<file path="src/rtl/channel_frame_scheduler.sv">
// Round-robin frame read scheduler: arbitrates full channel FIFOs, requests a link slot, streams one framed burst.
// Optional grant-wait timeout enabled by defining FRAME_TIMEOUT_EN.
module channel_frame_scheduler #(
  parameter int NUM_CH      = 6,
  parameter int DATA_W      = 16,
  parameter int FRAME_LEN   = 128,
  parameter int RD_LAT      = 2,
  parameter int TIMEOUT_CYC = 1023
) (
  input  logic                     clk_in,
  input  logic                     rst,
  input  logic [NUM_CH-1:0]        fifo_full,
  input  logic [NUM_CH*DATA_W-1:0] fifo_data,
  output logic [NUM_CH-1:0]        fifo_rdreq,
  output logic                     frame_req,
  input  logic                     frame_ack,
  output logic [DATA_W-1:0]        data_out,
  output logic                     data_valid,
  output logic                     sof,
  output logic                     eof,
  output logic [2:0]               ch_id,
  output logic                     busy,
  output logic                     timeout_err
);

  localparam int CNT_W = $clog2(FRAME_LEN) + 1;

  typedef enum logic [2:0] {
    IDLE  = 3'd0,
    ARB   = 3'd1,
    REQ   = 3'd2,
    READ  = 3'd3,
    DRAIN = 3'd4
  } state_t;

  state_t             state_r, state_s;
  logic [2:0]         last_ch_r;
  logic [2:0]         win_s;
  logic               win_ok_s;
  logic [CNT_W-1:0]   cnt_r;
  logic [RD_LAT-1:0]  mark_r, sof_mark_r, eof_mark_r;
  logic               rd_now_s;
  logic               to_expire_s;

  assign rd_now_s = |fifo_rdreq;

  // Winner search: lowest offset from last_ch wins, offset NUM_CH (last_ch itself) is lowest priority.
  always_comb begin
    int idx;
    idx      = 0;
    win_s    = 3'd0;
    win_ok_s = 1'b0;
    for (int i = NUM_CH; i >= 1; i--) begin
      idx = int'(last_ch_r) + i;
      idx = (idx >= NUM_CH) ? (idx - NUM_CH) : idx;
      if (fifo_full[idx]) begin
        win_s    = 3'(idx);
        win_ok_s = 1'b1;
      end else begin
        win_s    = win_s;
        win_ok_s = win_ok_s;
      end
    end
  end

`ifdef FRAME_TIMEOUT_EN
  localparam int TO_W = $clog2(TIMEOUT_CYC + 1);
  logic [TO_W-1:0] to_cnt_r;

  assign to_expire_s = (state_r == REQ) && !frame_ack && (to_cnt_r == TO_W'(TIMEOUT_CYC - 1));

  // Grant-wait counter and one-cycle timeout pulse.
  always_ff @(posedge clk_in) begin
    if (rst) begin
      to_cnt_r    <= '0;
      timeout_err <= 1'b0;
    end else begin
      to_cnt_r    <= (state_r == REQ) ? (to_cnt_r + 1'b1) : '0;
      timeout_err <= to_expire_s;
    end
  end
`else
  assign to_expire_s = 1'b0;
  assign timeout_err = 1'b0;
`endif

  // Next-state logic.
  always_comb begin
    state_s = state_r;
    case (state_r)
      IDLE:  state_s = (|fifo_full) ? ARB : IDLE;
      ARB:   state_s = win_ok_s ? REQ : IDLE;
      REQ: begin
        if (frame_ack) begin
          state_s = READ;
        end else if (to_expire_s) begin
          state_s = IDLE;
        end else begin
          state_s = REQ;
        end
      end
      READ:  state_s = (cnt_r == CNT_W'(FRAME_LEN - 1)) ? DRAIN : READ;
      DRAIN: state_s = eof ? IDLE : DRAIN;
      default: state_s = IDLE;
    endcase
  end

  // State, control outputs, channel bookkeeping and word counter.
  always_ff @(posedge clk_in) begin
    if (rst) begin
      state_r    <= IDLE;
      busy       <= 1'b0;
      frame_req  <= 1'b0;
      fifo_rdreq <= '0;
      ch_id      <= 3'd0;
      last_ch_r  <= 3'(NUM_CH - 1);
      cnt_r      <= '0;
    end else begin
      state_r    <= state_s;
      busy       <= (state_s != IDLE);
      frame_req  <= (state_s == REQ);
      fifo_rdreq <= (state_s == READ) ? ({{(NUM_CH-1){1'b0}}, 1'b1} << ch_id) : '0;
      if ((state_r == ARB) && win_ok_s) begin
        ch_id <= win_s;
      end else begin
        ch_id <= ch_id;
      end
      // A timed-out channel also becomes last_ch so it yields to the others.
      if (((state_r == DRAIN) && eof) || to_expire_s) begin
        last_ch_r <= ch_id;
      end else begin
        last_ch_r <= last_ch_r;
      end
      if ((state_r == REQ) && frame_ack) begin
        cnt_r <= '0;
      end else if (state_r == READ) begin
        cnt_r <= cnt_r + 1'b1;
      end else begin
        cnt_r <= cnt_r;
      end
    end
  end

  // Read-latency pipeline and framed output register.
  always_ff @(posedge clk_in) begin
    if (rst) begin
      mark_r     <= '0;
      sof_mark_r <= '0;
      eof_mark_r <= '0;
      data_out   <= '0;
      data_valid <= 1'b0;
      sof        <= 1'b0;
      eof        <= 1'b0;
    end else begin
      mark_r[0]     <= rd_now_s;
      sof_mark_r[0] <= rd_now_s && (cnt_r == CNT_W'(0));
      eof_mark_r[0] <= rd_now_s && (cnt_r == CNT_W'(FRAME_LEN - 1));
      for (int i = 1; i < RD_LAT; i++) begin
        mark_r[i]     <= mark_r[i-1];
        sof_mark_r[i] <= sof_mark_r[i-1];
        eof_mark_r[i] <= eof_mark_r[i-1];
      end
      data_valid <= mark_r[RD_LAT-1];
      data_out   <= mark_r[RD_LAT-1] ? fifo_data[ch_id*DATA_W +: DATA_W] : '0;
      sof        <= mark_r[RD_LAT-1] && sof_mark_r[RD_LAT-1];
      eof        <= mark_r[RD_LAT-1] && eof_mark_r[RD_LAT-1];
    end
  end

endmodule

</file>
<file path="config.mk">
export PLATFORM = sky130hd
export DESIGN_NAME = channel_frame_scheduler
export DESIGN_NICKNAME = d
export VERILOG_FILES = /design/src/rtl/channel_frame_scheduler.sv
export SDC_FILE = /design/constraint.sdc
export NUM_CORES = 1
export LEC_CHECK = 0
export ABC_CLOCK_PERIOD_IN_PS = 10400
export CAP_MARGIN = 20
export CORE_UTILIZATION = 47
export CTS_CLUSTER_SIZE = 40
export DETAILED_ROUTE_END_ITERATION = 8
export HOLD_SLACK_MARGIN = 0.02
export MAX_ROUTING_LAYER = met4
export PLACE_DENSITY = 0.87
export SYNTH_ARGS = -nofsm -noshare
export SYNTH_HDL_FRONTEND = slang
export SYNTH_SLANG_ARGS = --single-unit
</file>
<file path="constraint.sdc">
create_clock -name clk_in -period 10.4 [get_ports clk_in]
set_input_delay 2.08 -clock clk_in [delete_from_list [all_inputs] [get_ports clk_in]]
set_output_delay 2.08 -clock clk_in [all_outputs]
set_load 0.05 [all_outputs]
</file>
Word-level counts from Yosys, hierarchy flattened
Cells that the tools add are included.

Register bits after elaboration: 50. Output and inout port bits: 31. Word-level logic and storage cells: 107.

$add $sub $neg: 13. $lt $le $gt $ge: 12. Equal/unequal tests: 7. Shift-type cells: 2. Multiplexer cells: 42. Bitwise gates (word level): 2. Reductions and logical operators: 15.

Operators by type and width (number): < comparator 32 x 5 -> 1 bit (second input constant) (6); two-way mux 32 bit (6); variable part select 96 x 8 -> 16 bit (1); subtractor 4 x 3 -> 5 bit (second input constant) (6); greater-or-equal comparator 4 x 3 -> 1 bit (second input constant) (6); two-way mux 3 bit (8); two-way mux 1 bit (20); binary-select mux 1 bit (select 3 bit) (6); case mux 3 bit (5 select lines) (1); adder 3 x 3 -> 4 bit (second input constant) (3); equality test 3 x 2 -> 1 bit (second input constant) (4); OR reduction 6 bit (2); adder 3 x 2 -> 4 bit (second input constant) (2); adder 8 x 1 -> 8 bit (second input constant) (1); equality test 8 x 7 -> 1 bit (second input constant) (1); logical NOT 8 bit (1); logical AND 1 bit (7); OR reduction 2 bit (3); << shifter 1 x 3 -> 6 bit (first input constant) (1); adder 3 x 1 -> 4 bit (second input constant) (1); equality test 3 x 1 -> 1 bit (second input constant) (1); equality test 3 bit (second input constant) (1); logical NOT 3 bit (1); nonzero test 3 bit (1); other kinds (2) (3).

Logic depth before layout (Yosys ltp)
Depth in word-level cells: 17. Depth in mapped cells: 16. Depth with buffers taken out: 12.

Worst setup path after synthesis
No wires, ideal clock.

Kind: input port to flip-flop. Start: input fifo_full[2]. End: register fifo_rdreq[1]. Setup time: 0.092 ns. Arrival time: 3.843 ns. Data required time: 10.308 ns. Path slack: 6.465 ns. Stages on the path: 9. Path buffers: 1. Cells stage by stage: mux2_2 -> nand3_1 -> mux2_2 -> o211ai_1 -> nor2_1 -> a311o_1 -> a211o_1 -> buf_6 -> nor4_1.

Cells in the longest elaborated chain, start to end: 14.

Ends and longest elaborated chain: start, declared (line 12) `input logic [NUM_CH-1:0] fifo_full,`; binary-select mux 1 bit (select 3 bit) (line 56) `if (fifo_full[idx]) begin`; two-way mux 1 bit (implied by the code) (2 in series) (line 56); two-way mux 1 bit (6 in series) (line 56); two-way mux 2 bit (line 92) `ARB: state_s = win_ok_s ? REQ : IDLE;`; case mux 3 bit (5 select lines) * (line 90) `case (state_r)`; equality test 3 x 2 -> 1 bit * (line 122) `fifo_rdreq <= (state_s == READ) ? ({{(NUM_CH-1){1'b0}}, 1'b1} << ch_id) : '0;`; inverter 1 bit (no source line) *; OR reduction 2 bit (no source line) *; end signal, assigned (line 122); end, declared (line 14) `output logic [NUM_CH-1:0] fifo_rdreq,`.

Mark *: on every way between the ends. The rest lies on a longest branch, timed or not. The select of a mux whose other input is x is not followed. A chain may end at the register's enable or synchronous reset.

Worst setup path in the final report
Start: input fifo_full[0]. End: register fifo_rdreq[3].

The elaborated chain is that of the path after synthesis.

==> metrics.txt <==
# TYPE chip_impl_metric gauge
chip_impl_info{name="outcome",value="complete, no violations"} 1
chip_impl_metric{name="ys_ff_latch",unit=""} 50
chip_impl_metric{name="yosysWarningCount",unit=""} 0
chip_impl_metric{name="remaining_drc_errors",unit=""} 0
chip_impl_metric{name="ctsResizeCount",unit=""} 0
chip_impl_metric{name="nets",unit=""} 593
chip_impl_metric{name="crit_fanout",unit=""} 9
chip_impl_metric{name="floorplan.core_area",unit="um2"} 6794
chip_impl_metric{name="synth_async_sr_flop_share",unit="%"} 0
chip_impl_metric{name="crit_path_max_incr_delay",unit="ns"} 0.57
chip_impl_metric{name="grt_pass1_wl",unit="mm"} 15.86
chip_impl_metric{name="port_buffers",unit=""} 134
chip_impl_info{name="critical_path.cell_chain",value="clkdlybuf4s50_1, mux2_2, nand3_1, mux2_2, o211ai_1, nor2_1, a311o_1, a211o_1, nor4_1"} 1
chip_impl_metric{name="ctsHtreeMaxLevel",unit=""} 2
chip_impl_metric{name="worst-endpoint-required",unit="ns"} 10.61
chip_impl_metric{name="clkTransAtPathRegs",unit="ns"} 0.11
chip_impl_info{name="critical-path-top-delay-family",value="compound AO/OA/AOI/OAI gates"} 1
chip_impl_metric{name="maxClockFrequency",unit="GHz"} 0.2216
chip_impl_metric{name="power_leakage",unit="uW"} 0.001774
chip_impl_info{name="timing.hold.worst.class",value="flop to flop"} 1
chip_impl_metric{name="io-pin-count",unit=""} 136
chip_impl_metric{name="post-cts-setup-buffer-count",unit=""} 0
chip_impl_info{name="commonest_register_cell_after_synthesis",value="dfxtp_1"} 1
chip_impl_metric{name="arrival",unit="ns"} 4.72
chip_impl_metric{name="dieHeight",unit="um"} 86.06
chip_impl_metric{name="core.rowCount",unit=""} 30
chip_impl_metric{name="finalHoldViolations",unit=""} 0
chip_impl_metric{name="vias_per_cell",unit=""} 5.812
chip_impl_info{name="cts_tree",value="built"} 1
chip_impl_metric{name="edff_count_synth",unit=""} 0
chip_impl_metric{name="total_buffers_and_inverters_traversed_by_the_critical_path",unit=""} 1
chip_impl_metric{name="routed-via-count",unit=""} 3330
chip_impl_info{name="crit-reg2reg-capture",value="fifo_rdreq[3]$_SDFF_PP0_"} 1
chip_impl_metric{name="post-route-period-util",unit="%"} 43.38
chip_impl_info{name="yosysTopAreaCell",value="dfxtp_1"} 1
chip_impl_metric{name="cts_hold_repair.buffers",unit=""} 0
chip_impl_metric{name="syn-cell-area",unit="um2"} 3321
chip_impl_metric{name="antenna_cells",unit=""} 0
chip_impl_metric{name="synth-seq-area-share",unit="%"} 30.14
chip_impl_metric{name="holdPathStages",unit=""} 1
chip_impl_metric{name="hold_slack",unit="ns"} 0.4422
chip_impl_metric{name="worst-r2r-setup-slack",unit="ns"} 5.90
chip_impl_metric{name="netlist.area_leader.share",unit="%"} 30.14
chip_impl_metric{name="grt_start_max_net_pins",unit=""} 39
chip_impl_metric{name="max_slew_margin",unit="%"} 29.89
chip_impl_metric{name="syn_inst",unit=""} 353
chip_impl_metric{name="groute.usage.overall",unit="%"} 28.17
chip_impl_metric{name="cts_inserted_buffers",unit=""} 5
chip_impl_metric{name="ant_nets",unit=""} 0
chip_impl_metric{name="timing.reg2reg.worst_path_depth",unit=""} 12
chip_impl_metric{name="hpwlAfterDp",unit="mm"} 7.928
chip_impl_metric{name="n_fill_cell",unit=""} 507
chip_impl_info{name="timing.hold.worst_endpoint",value="eof_mark_r[1]$_SDFF_PP0_"} 1
chip_impl_metric{name="finalWeightedCongestion",unit=""} 0.9245
chip_impl_metric{name="starting_density_of_the_core",unit="%"} 48.88
chip_impl_info{name="worstHoldStart",value="eof_mark_r[0]$_SDFF_PP0_"} 1
chip_impl_metric{name="finalSetupTns",unit="ns"} 0
chip_impl_metric{name="cts_sinks",unit=""} 50
chip_impl_metric{name="routed_wire_length_per_instance",unit="um"} 17.70
chip_impl_metric{name="cts_max_path_buffers",unit=""} 2
chip_impl_info{name="critical_path.endpoint_type",value="flop"} 1
chip_impl_info{name="slowest_stage",value="clkdlybuf4s50_1"} 1
chip_impl_metric{name="worst_pin_slew",unit="ns"} 1.052
chip_impl_metric{name="netlist-cell-type-count",unit=""} 58
chip_impl_info{name="clock-root-buffer",value="clkbuf_8"} 1
chip_impl_info{name="path_class",value="input pin to flop"} 1
chip_impl_info{name="yosys-top-cells-area",value="dfxtp_1 30%, mux4_2 12%, mux2_2 8.1%, nor2_1 5.3%, ha_1 4.5%"} 1
chip_impl_metric{name="timing.max_cap.violations",unit=""} 0
chip_impl_metric{name="die_area",unit="um2"} 7405
chip_impl_metric{name="vdd.ir_drop.worst",unit="uV"} 107.3
chip_impl_metric{name="number_of_pins_with_negative_max_slew_slack_in_the_final_report",unit=""} 0
chip_impl_metric{name="grt_overflow_total",unit=""} 0
chip_impl_metric{name="drive_gt1_share",unit="%"} 13.00
chip_impl_metric{name="drtPass1Iterations",unit=""} 5
chip_impl_metric{name="initialDrtViolationCount",unit=""} 150
chip_impl_metric{name="clkLatencyLatePin",unit="ns"} 0.31
chip_impl_metric{name="p_per_area",unit="nW/um2"} 101.4
chip_impl_metric{name="synth_nets",unit=""} 470
chip_impl_info{name="timing.rr.start",value="last_ch_r[0]$_SDFFE_PP1P_"} 1
chip_impl_metric{name="wirelength",unit="mm"} 10.14
chip_impl_info{name="grt_setup_unrepaired",value="false"} 1
chip_impl_metric{name="area_delta_synth_final",unit="%"} 44.01
chip_impl_metric{name="antenna_found_initial",unit=""} 0
chip_impl_info{name="critical_path.most_common_cell",value="mux2_2"} 1
chip_impl_metric{name="final-setup-viol-count",unit=""} 0
chip_impl_metric{name="first_global_vias",unit=""} 3248
chip_impl_metric{name="synth_area_per_cell",unit="um2"} 9.407
chip_impl_metric{name="die_width",unit="um"} 86.06
chip_impl_info{name="startpoint_type",value="input pin"} 1
chip_impl_metric{name="final.min_clock_period",unit="ns"} 4.512
chip_impl_metric{name="final.setup_skew",unit="ns"} 0.01922
[how the worst max path moves through the flow]
stage                              start                  endpoint  slack, ns  cells after the start
4_1_cts            ch_id[0]$_SDFFE_PP0P_                  ch_id[0]       5.93                      1
3_5_place_dp                fifo_full[1]  fifo_rdreq[3]$_SDFF_PP0_       5.63                      9
5_1_grt        last_ch_r[0]$_SDFFE_PP1P_  fifo_rdreq[3]$_SDFF_PP0_       5.69                     12
2_1_floorplan               fifo_full[2]  fifo_rdreq[1]$_SDFF_PP0_       6.46                      9
6_report                    fifo_full[0]  fifo_rdreq[3]$_SDFF_PP0_       5.89                      9
3_3_place_gp                fifo_full[3]  fifo_rdreq[4]$_SDFF_PP0_       5.74                      9
[final cells by class]
| cell class | instances | area, um2 | share of cell area (%) |
|---|---|---|---|
| multi-input cells | 265 | 2138 | 44.71 |
| repair buffers | 136 | 1356 | 28.36 |
| flip-flops and latches | 50 | 1002 | 20.96 |
| well taps | 96 | 120.1 | 2.512 |
| clock buffers | 5 | 68.82 | 1.439 |
| inverters | 18 | 67.56 | 1.413 |
| clock inverters | 3 | 28.78 | 0.6018 |
[cells in the final DEF (no fill, tap or decap), types with 8 or more instances in the layout]
| master | synthesis | layout |
|---|---|---|
| a21oi_1 | 10 | 10 |
| a22oi_1 | 17 | 17 |
| clkdlybuf4s50_1 | 0 | 134 |
| dfxtp_1 | 50 | 49 |
| ha_1 | 12 | 12 |
| inv_1 | 15 | 15 |
| mux2_2 | 24 | 24 |
| mux2i_1 | 8 | 8 |
| mux4_2 | 17 | 17 |
| nand2_1 | 19 | 19 |
| nand3_1 | 12 | 12 |
| nor2_1 | 47 | 47 |
[logic make-up (layout without fill, tap and decap cells)]
kind of cell             count (synthesis)  after routing  synth area share (%)
XOR/XNOR                                11             11                 3.354
flip-flops                              50             50                 30.14
buffers and inverters                   38            162                 5.463
AO/OA/AOI/OAI                           61             61                 13.87
multiplexers                            53             53                 23.51
AND/OR/NAND/NOR                        127            127                 19.03
other                                    1              1                0.1129
adder cells (fa/ha/maj)                 12             12                 4.521
[metrics by stage]
stage          worst slack, ns  instance area, um2  instances  total power (uW)  utilization, %
2_1_floorplan            6.465                3321        353             302.6               -
3_3_place_gp             5.738                4684        565             365.1           68.95
3_5_place_dp             5.631                4684        565             368.4           68.95
4_1_cts                  5.927                4782        573             487.8           70.39
5_1_grt                  5.692                4782        573             508.9           70.39
6_report                 5.888                4782        573             484.7           70.39
[Yosys cell counts (3+ instances only)]
library cell  number
a2111oi_0          3
a21oi_1           10
a22oi_1           17
and2_1             4
and3_1             6
buf_4              4
buf_6              3
clkbuf_1          12
dfxtp_1           50
ha_1              12
inv_1             15
inv_2              3
mux2_1             3
mux2_2            24
mux2i_1            8
mux4_2            17
nand2_1           19
nand3_1           12
nand4_1            5
nor2_1            47
nor2b_1            7
nor3_1             7
nor4_1             5
nor4b_1            3
o211ai_1           5
o21ai_0            4
or3_1              3
xnor2_1            5
xor2_1             4
[state kept, by name, summed over array words and instances (netlist names), 2 cells and up]
name and cells:
state_r 3, data_out 16, mark_r 2, cnt_r 8, eof_mark_r 2, sof_mark_r 2, fifo_rdreq 6, last_ch_r 3
ch_id 3
[power by group]
group          internal (uW)  leakage [uW]  switching [uW]
Combinational           86.8       0.00132            66.0
Clock                   49.9     0.0000502            69.7
Sequential               199      0.000405            13.6
Total                    335       0.00177             149
[per-layer routing]
metal	up-vias	track usage [%]	share of wire [%]
li1	1549	-	-
met1	1587	32.54	39
met2	172	48.34	50
met3	22	7.218	9.0
met4	0	7.727	2.2
met5	-	-	0
No activity file was read; power rests on OpenSTA's default activity.
